## config.mk

```make
export PLATFORM = sky130hd
export DESIGN_NAME = alu_multicycle
export DESIGN_NICKNAME = d
export VERILOG_FILES = /design/src/rtl/alu_multicycle.sv
export SDC_FILE = /design/constraint.sdc
export NUM_CORES = 1
export LEC_CHECK = 0
export BUFFER_PORTS_ARGS = -buffer_cell sky130_fd_sc_hd__buf_2
export CAP_MARGIN = 20
export CORE_ASPECT_RATIO = 1.25
export CORE_MARGIN = 5
export CORE_UTILIZATION = 35
export DETAILED_ROUTE_END_ITERATION = 7
export MAX_ROUTING_LAYER = met4
export SLEW_MARGIN = 20
export SYNTH_ARGS = -nofsm -noshare
export SYNTH_HDL_FRONTEND = slang
export SYNTH_SLANG_ARGS = --single-unit
export TNS_END_PERCENT = 10
```

## constraint.sdc

```tcl
create_clock -name clk_i -period 4.18 [get_ports clk_i]
set_input_delay 0.209 -clock clk_i [delete_from_list [all_inputs] [get_ports clk_i]]
set_output_delay 0.209 -clock clk_i [all_outputs]
set_load 0.05 [all_outputs]
```

## src/rtl/alu_multicycle.sv

```systemverilog
`default_nettype none
// alu_multicycle: registered ALU with single-cycle logic/arith ops plus iterative
// shift-add MULU and restoring DIVU behind a Start/Busy/Done handshake.
module alu_multicycle #(
    parameter int WIDTH = 24,
    parameter int CNT_W = 5
) (
    input  logic             clk_i,
    input  logic             rst_ni,
    input  logic             start_i,
    input  logic [2:0]       op_i,
    input  logic [WIDTH-1:0] a_i,
    input  logic [WIDTH-1:0] b_i,
    output logic             busy_o,
    output logic             done_o,
    output logic [WIDTH-1:0] result_o,
    output logic [WIDTH-1:0] hi_o,
    output logic             zero_o,
    output logic             overflow_o,
    output logic             carry_o,
    output logic             divzero_o
);

    typedef enum logic [1:0] {
        S_IDLE = 2'd0,
        S_CALC = 2'd1,
        S_FIN  = 2'd2
    } state_e;

    localparam logic [2:0]       OP_AND = 3'b000;
    localparam logic [2:0]       OP_OR  = 3'b001;
    localparam logic [2:0]       OP_ADD = 3'b010;
    localparam logic [2:0]       OP_SUB = 3'b011;
    localparam logic [2:0]       OP_SLT = 3'b100;
    localparam logic [2:0]       OP_SLL = 3'b101;
    localparam logic [WIDTH-1:0] C_WIDTH_V = WIDTH'(WIDTH);
    localparam logic [CNT_W-1:0] C_LAST    = CNT_W'(WIDTH - 1);

    state_e             state_q, state_d;
    logic [CNT_W-1:0]   cnt_q, cnt_d;
    logic               div_q, div_d;
    logic [WIDTH-1:0]   mcand_q, mcand_d;
    logic [WIDTH:0]     acc_q, acc_d;
    logic [WIDTH-1:0]   lo_q, lo_d;
    logic [WIDTH-1:0]   result_q, result_d;
    logic [WIDTH-1:0]   hi_q, hi_d;
    logic               zero_q, zero_d;
    logic               ovf_q, ovf_d;
    logic               carry_q, carry_d;
    logic               divz_q, divz_d;

    logic [WIDTH:0]     w_add, w_sub;
    logic [WIDTH-1:0]   w_res;
    logic               w_ovf, w_carry;
    logic [WIDTH:0]     w_mul_sum, w_div_shift, w_it_acc;
    logic [WIDTH-1:0]   w_it_lo;
    logic               w_div_ge;
    logic               w_accept;

    assign w_add = {1'b0, a_i} + {1'b0, b_i};
    assign w_sub = {1'b0, a_i} + {1'b0, ~b_i} + {{WIDTH{1'b0}}, 1'b1};

    always_comb begin
        w_res   = '0;
        w_ovf   = 1'b0;
        w_carry = 1'b0;
        case (op_i)
            OP_AND: w_res = a_i & b_i;
            OP_OR:  w_res = a_i | b_i;
            OP_ADD: begin
                w_res   = w_add[WIDTH-1:0];
                w_carry = w_add[WIDTH];
                w_ovf   = (a_i[WIDTH-1] == b_i[WIDTH-1]) && (w_add[WIDTH-1] != a_i[WIDTH-1]);
            end
            OP_SUB: begin
                w_res   = w_sub[WIDTH-1:0];
                w_carry = w_sub[WIDTH];
                w_ovf   = (a_i[WIDTH-1] != b_i[WIDTH-1]) && (w_sub[WIDTH-1] != a_i[WIDTH-1]);
            end
            OP_SLT: w_res = {{(WIDTH-1){1'b0}}, ($signed(a_i) < $signed(b_i))};
            OP_SLL: w_res = (b_i >= C_WIDTH_V) ? '0 : (a_i << b_i[CNT_W-1:0]);
            default: w_res = '0;
        endcase
    end

    // One iteration of either engine; {acc, lo} forms the working register pair.
    assign w_mul_sum   = lo_q[0] ? (acc_q + {1'b0, mcand_q}) : acc_q;
    assign w_div_shift = {acc_q[WIDTH-1:0], lo_q[WIDTH-1]};
    assign w_div_ge    = (w_div_shift >= {1'b0, mcand_q});

    always_comb begin
        if (div_q) begin
            w_it_acc = w_div_ge ? (w_div_shift - {1'b0, mcand_q}) : w_div_shift;
            w_it_lo  = {lo_q[WIDTH-2:0], w_div_ge};
        end else begin
            w_it_acc = {1'b0, w_mul_sum[WIDTH:1]};
            w_it_lo  = {w_mul_sum[0], lo_q[WIDTH-1:1]};
        end
    end

    assign w_accept = start_i && (state_q != S_CALC);

    always_comb begin
        state_d  = state_q;
        cnt_d    = cnt_q;
        div_d    = div_q;
        mcand_d  = mcand_q;
        acc_d    = acc_q;
        lo_d     = lo_q;
        result_d = result_q;
        hi_d     = hi_q;
        zero_d   = zero_q;
        ovf_d    = ovf_q;
        carry_d  = carry_q;
        divz_d   = divz_q;

        if (state_q == S_CALC) begin
            acc_d = w_it_acc;
            lo_d  = w_it_lo;
            cnt_d = cnt_q + 1'b1;
            if (cnt_q == C_LAST) begin
                // A zero divisor makes every compare succeed: quotient all ones and
                // the whole dividend ends up shifted into the remainder.
                result_d = w_it_lo;
                hi_d     = w_it_acc[WIDTH-1:0];
                zero_d   = (w_it_lo == '0);
                ovf_d    = !div_q && (w_it_acc[WIDTH-1:0] != '0);
                carry_d  = 1'b0;
                divz_d   = div_q && (mcand_q == '0);
                state_d  = S_FIN;
            end
        end else if (w_accept) begin
            if (op_i[2:1] == 2'b11) begin
                div_d   = op_i[0];
                mcand_d = b_i;
                lo_d    = a_i;
                acc_d   = '0;
                cnt_d   = '0;
                state_d = S_CALC;
            end else begin
                result_d = w_res;
                hi_d     = '0;
                zero_d   = (w_res == '0);
                ovf_d    = w_ovf;
                carry_d  = w_carry;
                divz_d   = 1'b0;
                state_d  = S_FIN;
            end
        end else if (state_q == S_FIN) begin
            state_d = S_IDLE;
        end
    end

    always_ff @(posedge clk_i or negedge rst_ni) begin
        if (!rst_ni) begin
            state_q  <= S_IDLE;
            cnt_q    <= '0;
            div_q    <= 1'b0;
            mcand_q  <= '0;
            acc_q    <= '0;
            lo_q     <= '0;
            result_q <= '0;
            hi_q     <= '0;
            zero_q   <= 1'b0;
            ovf_q    <= 1'b0;
            carry_q  <= 1'b0;
            divz_q   <= 1'b0;
        end else begin
            state_q  <= state_d;
            cnt_q    <= cnt_d;
            div_q    <= div_d;
            mcand_q  <= mcand_d;
            acc_q    <= acc_d;
            lo_q     <= lo_d;
            result_q <= result_d;
            hi_q     <= hi_d;
            zero_q   <= zero_d;
            ovf_q    <= ovf_d;
            carry_q  <= carry_d;
            divz_q   <= divz_d;
        end
    end

    assign busy_o     = (state_q == S_CALC);
    assign done_o     = (state_q == S_FIN);
    assign result_o   = result_q;
    assign hi_o       = hi_q;
    assign zero_o     = zero_q;
    assign overflow_o = ovf_q;
    assign carry_o    = carry_q;
    assign divzero_o  = divz_q;

endmodule
`default_nettype wire

```

==> impl_metrics.ini <==
[critical_path]
path_common_cell = buf_4
cp.required_ns = 4.46
slowest_stage = or4_1
cpPeakStageDelay_ns = 0.55
crit_path_end_kind = flop
worstPathArrival_ns = 4.31
worstPathCellList = inv_1, ha_1, nor2b_2, o2111ai_2, buf_4, a2111oi_1, a311oi_2, a21boi_1, mux2i_1, a21oi_1, o22a_1, or4_1, nor4b_2, buf_4, o32ai_1
criticalPathCategory = reg -> reg
cp-start-kind = flop
crit_fanout = 3

[clocking]
cts_setup_buffers = 0
clk_path_buf_depth = 2
clk_pin_slew_ns = 0.06
cts_sinks = 133
htree_levels = 4
cts_buffers = 17
cts_tree = built
clock_latency_ns = 0.44
cts-root-buf = clkbuf_16

[global_routing]
grt_pass1_vias = 15520
antenna_found_initial = 2
grt_pass1_wl_um = 91890
gr-total-overflow = 0
grt_max_degree = 64
track_usage_pct = 26.90

[route]
drt_iter0_markers = 1181
drt_pre_antenna_iters = 5
viasPerCell = 5.908
ant_nets = 0
drc_errors = 0
num_vias = 15370
wl_per_cell_um = 23.58
routed_wl_um = 61330

[logic_synthesis]
synthAdderAreaFrac_pct = 11.73
synth_warnings = 0
synth_top_family_by_area = compound AO/OA/AOI/OAI gates
synthCells = 1881
yosys.area_share.simple_pct = 19.60
ys.flop_type = dfrtp_1
synth_compound_area_share_pct = 26.27
synth_area_per_cell_um2 = 7.737
synth_mux_area_share_pct = 9.268
yosysUniqueCellTypes = 91
synth-seq-cells = 133
synth_xor_xnor_area_share_pct = 3.611
synth_area_um2 = 14550
ys_seq_area_share_pct = 22.87
synthArstFlopShare_pct = 100.0
synth_enable_flop_cells = 0
synth.net_count = 2069

[finish]
syn_to_final_growth_pct = 17.58
nets = 2222
final_cell_mix = nand2_1 (215), o21ai_0 (195), buf_4 (139), dfrtp_1 (132), a21oi_1 (131)
nFillCells = 4367
finalInstanceArea_um2 = 17110
drive_gt1_share_pct = 17.00
final_cells = 2601
final_common_cell = nand2_1

[power]
ir_drop_mv = 0.3447
powerDensity_nw_per_um2 = 613.9
cellLeakagePower_nw = 7.921
fin_total_pwr_mw = 10.51

[placed_design]
place_area_um2 = 16390
gp_congestion = 1.018
io_buffers = 107
placed_cells = 2566
place_hpwl_um = 49280
pre_cts_slack_ns = -0.2407

[sta]
max_freq_mhz = 248.5
final-setup-viol-count = 0
tightest_slew_ns = 0.9054
finClkSkew_ns = 0.02475
maxSlewHeadroom_pct = 39.57
fin_setup_tns_ns = 0
slew_viol_final = 0
fin_crit_sh_pct = 96.27
finalCriticalPeriod_ns = 4.024
fin_ws_ns = 0.1561
final_hold_viol_count = 0

[die]
die_h_um = 238.0
io-pin-count = 108
dieArea_um2 = 45780
start_util_pct = 35.39
rows = 83
die_x_um = 192.4
core-area_um2 = 41120

[run]
maxCapViolCount = 0

[min_path]
hold_class = in -> reg

[run_status]
outcome = complete, no violations
[sequential cells by signal, indices dropped and copies added (netlist names)]
name,flops
hi_o,24
overflow_o,1
acc_q,25
divzero_o,1
lo_q,24
mcand_q,24
result_o,24
zero_o,1
carry_o,1
cnt_q,5
state_q,2
div_q,1
[metrics by stage]
step	util, %	hold slack (ns)
2_1_floorplan	-	-0.08659
3_3_place_gp	39.86	0.2557
6_report	41.61	0.1176
4_1_cts	41.45	0.1076
3_5_place_dp	39.86	0.2616
5_1_grt	41.61	0.1884
[logic make-up after synthesis]
family                   Yosys count
multiplexers                     113
AO/OA/AOI/OAI                    598
flip-flops                       133
buffers and inverters            244
AND/OR/NAND/NOR                  599
XOR/XNOR                          60
adder cells (fa/ha/maj)          134
[synthesized netlist by cell type (26+ instances only)]
cell type	number	area, um2
dfrtp_1	133	3328
a211oi_1	26	195.2
inv_1	125	469.2
nor2_1	130	488.0
a21o_1	29	217.7
ha_1	130	1627
clkbuf_1	74	277.8
xnor2_1	34	297.8
o21ai_0	196	980.9
a21oi_1	131	655.6
nand3_1	68	340.3
nor3_1	35	175.2
mux2i_1	86	860.8
xor2_1	26	227.7
nand2_1	215	807.0
[per-layer routing]
metal	routed length, um	GRT usage [%]	vias up	share of wire, %
li1	-	-	7133	-
met1	22960	29.09	7371	37
met2	29920	45.55	624	49
met3	2610	2.590	240	4.3
met4	5838	19.89	0	9.5
met5	0	-	-	0
[critical path: cells and delay by family, from the launching register on]
kind | cells | cell delay, ns
AOI/OAI and AO/OA | 7 | 1.55
DFF | 1 | 0.35
and+or+nand+nor | 3 | 0.98
muxes | 1 | 0.21
buffers and inverters | 3 | 0.48
adders and majority gates | 1 | 0.31
[power breakdown]
group / switching, mW / internal, mW / total, mW
clock: 0.618 / 0.988 / 1.61
combinational: 4.17 / 2.74 / 6.92
sequential: 0.373 / 1.61 / 1.98
total: 5.17 / 5.34 / 10.5
[repair_timing]
action / 4_1_cts / 5_1_grt
setup endpoints to repair: 1 / 1
resized for setup: 5 / 10
endpoints found under the hold margin: 59 / 0
hold buffers: 1 / 0
pin swaps: 0 / 9
gates cloned: 0 / 0
[cell type report]
class                           count  area (um2)  area share [%]
Multi-Input combinational cell   1504       10350           60.48
Clock buffer                       21       470.5           2.749
Sequential cell                   133        3329           19.46
Timing Repair Buffer              249        1635           9.557
Clock inverter                     11       147.6          0.8628
Tap cell                          552       690.7           4.036
Antenna cell                        2       5.005         0.02925
Inverter                          129       484.2           2.830
[worst paths after layout]
kind                       slack (ns)  depth (start not counted)                 endpoint                    from
min in group asynchronous        0.35                          2  mcand_q[14]$_DFFE_PN0P_                  rst_ni
min                              0.12                          4   state_q[1]$_DFFE_PN0P_                 start_i
max reg2reg                      0.16                         15   overflow_o$_DFFE_PN0P_  mcand_q[1]$_DFFE_PN0P_
max in group asynchronous        2.85                          3     cnt_q[0]$_DFFE_PN0P_                  rst_ni
min reg2reg                      0.48                          2     hi_o[22]$_DFFE_PN0P_    hi_o[22]$_DFFE_PN0P_
max                              0.16                         15   overflow_o$_DFFE_PN0P_  mcand_q[1]$_DFFE_PN0P_
No activity file was read; power rests on OpenSTA's default activity.
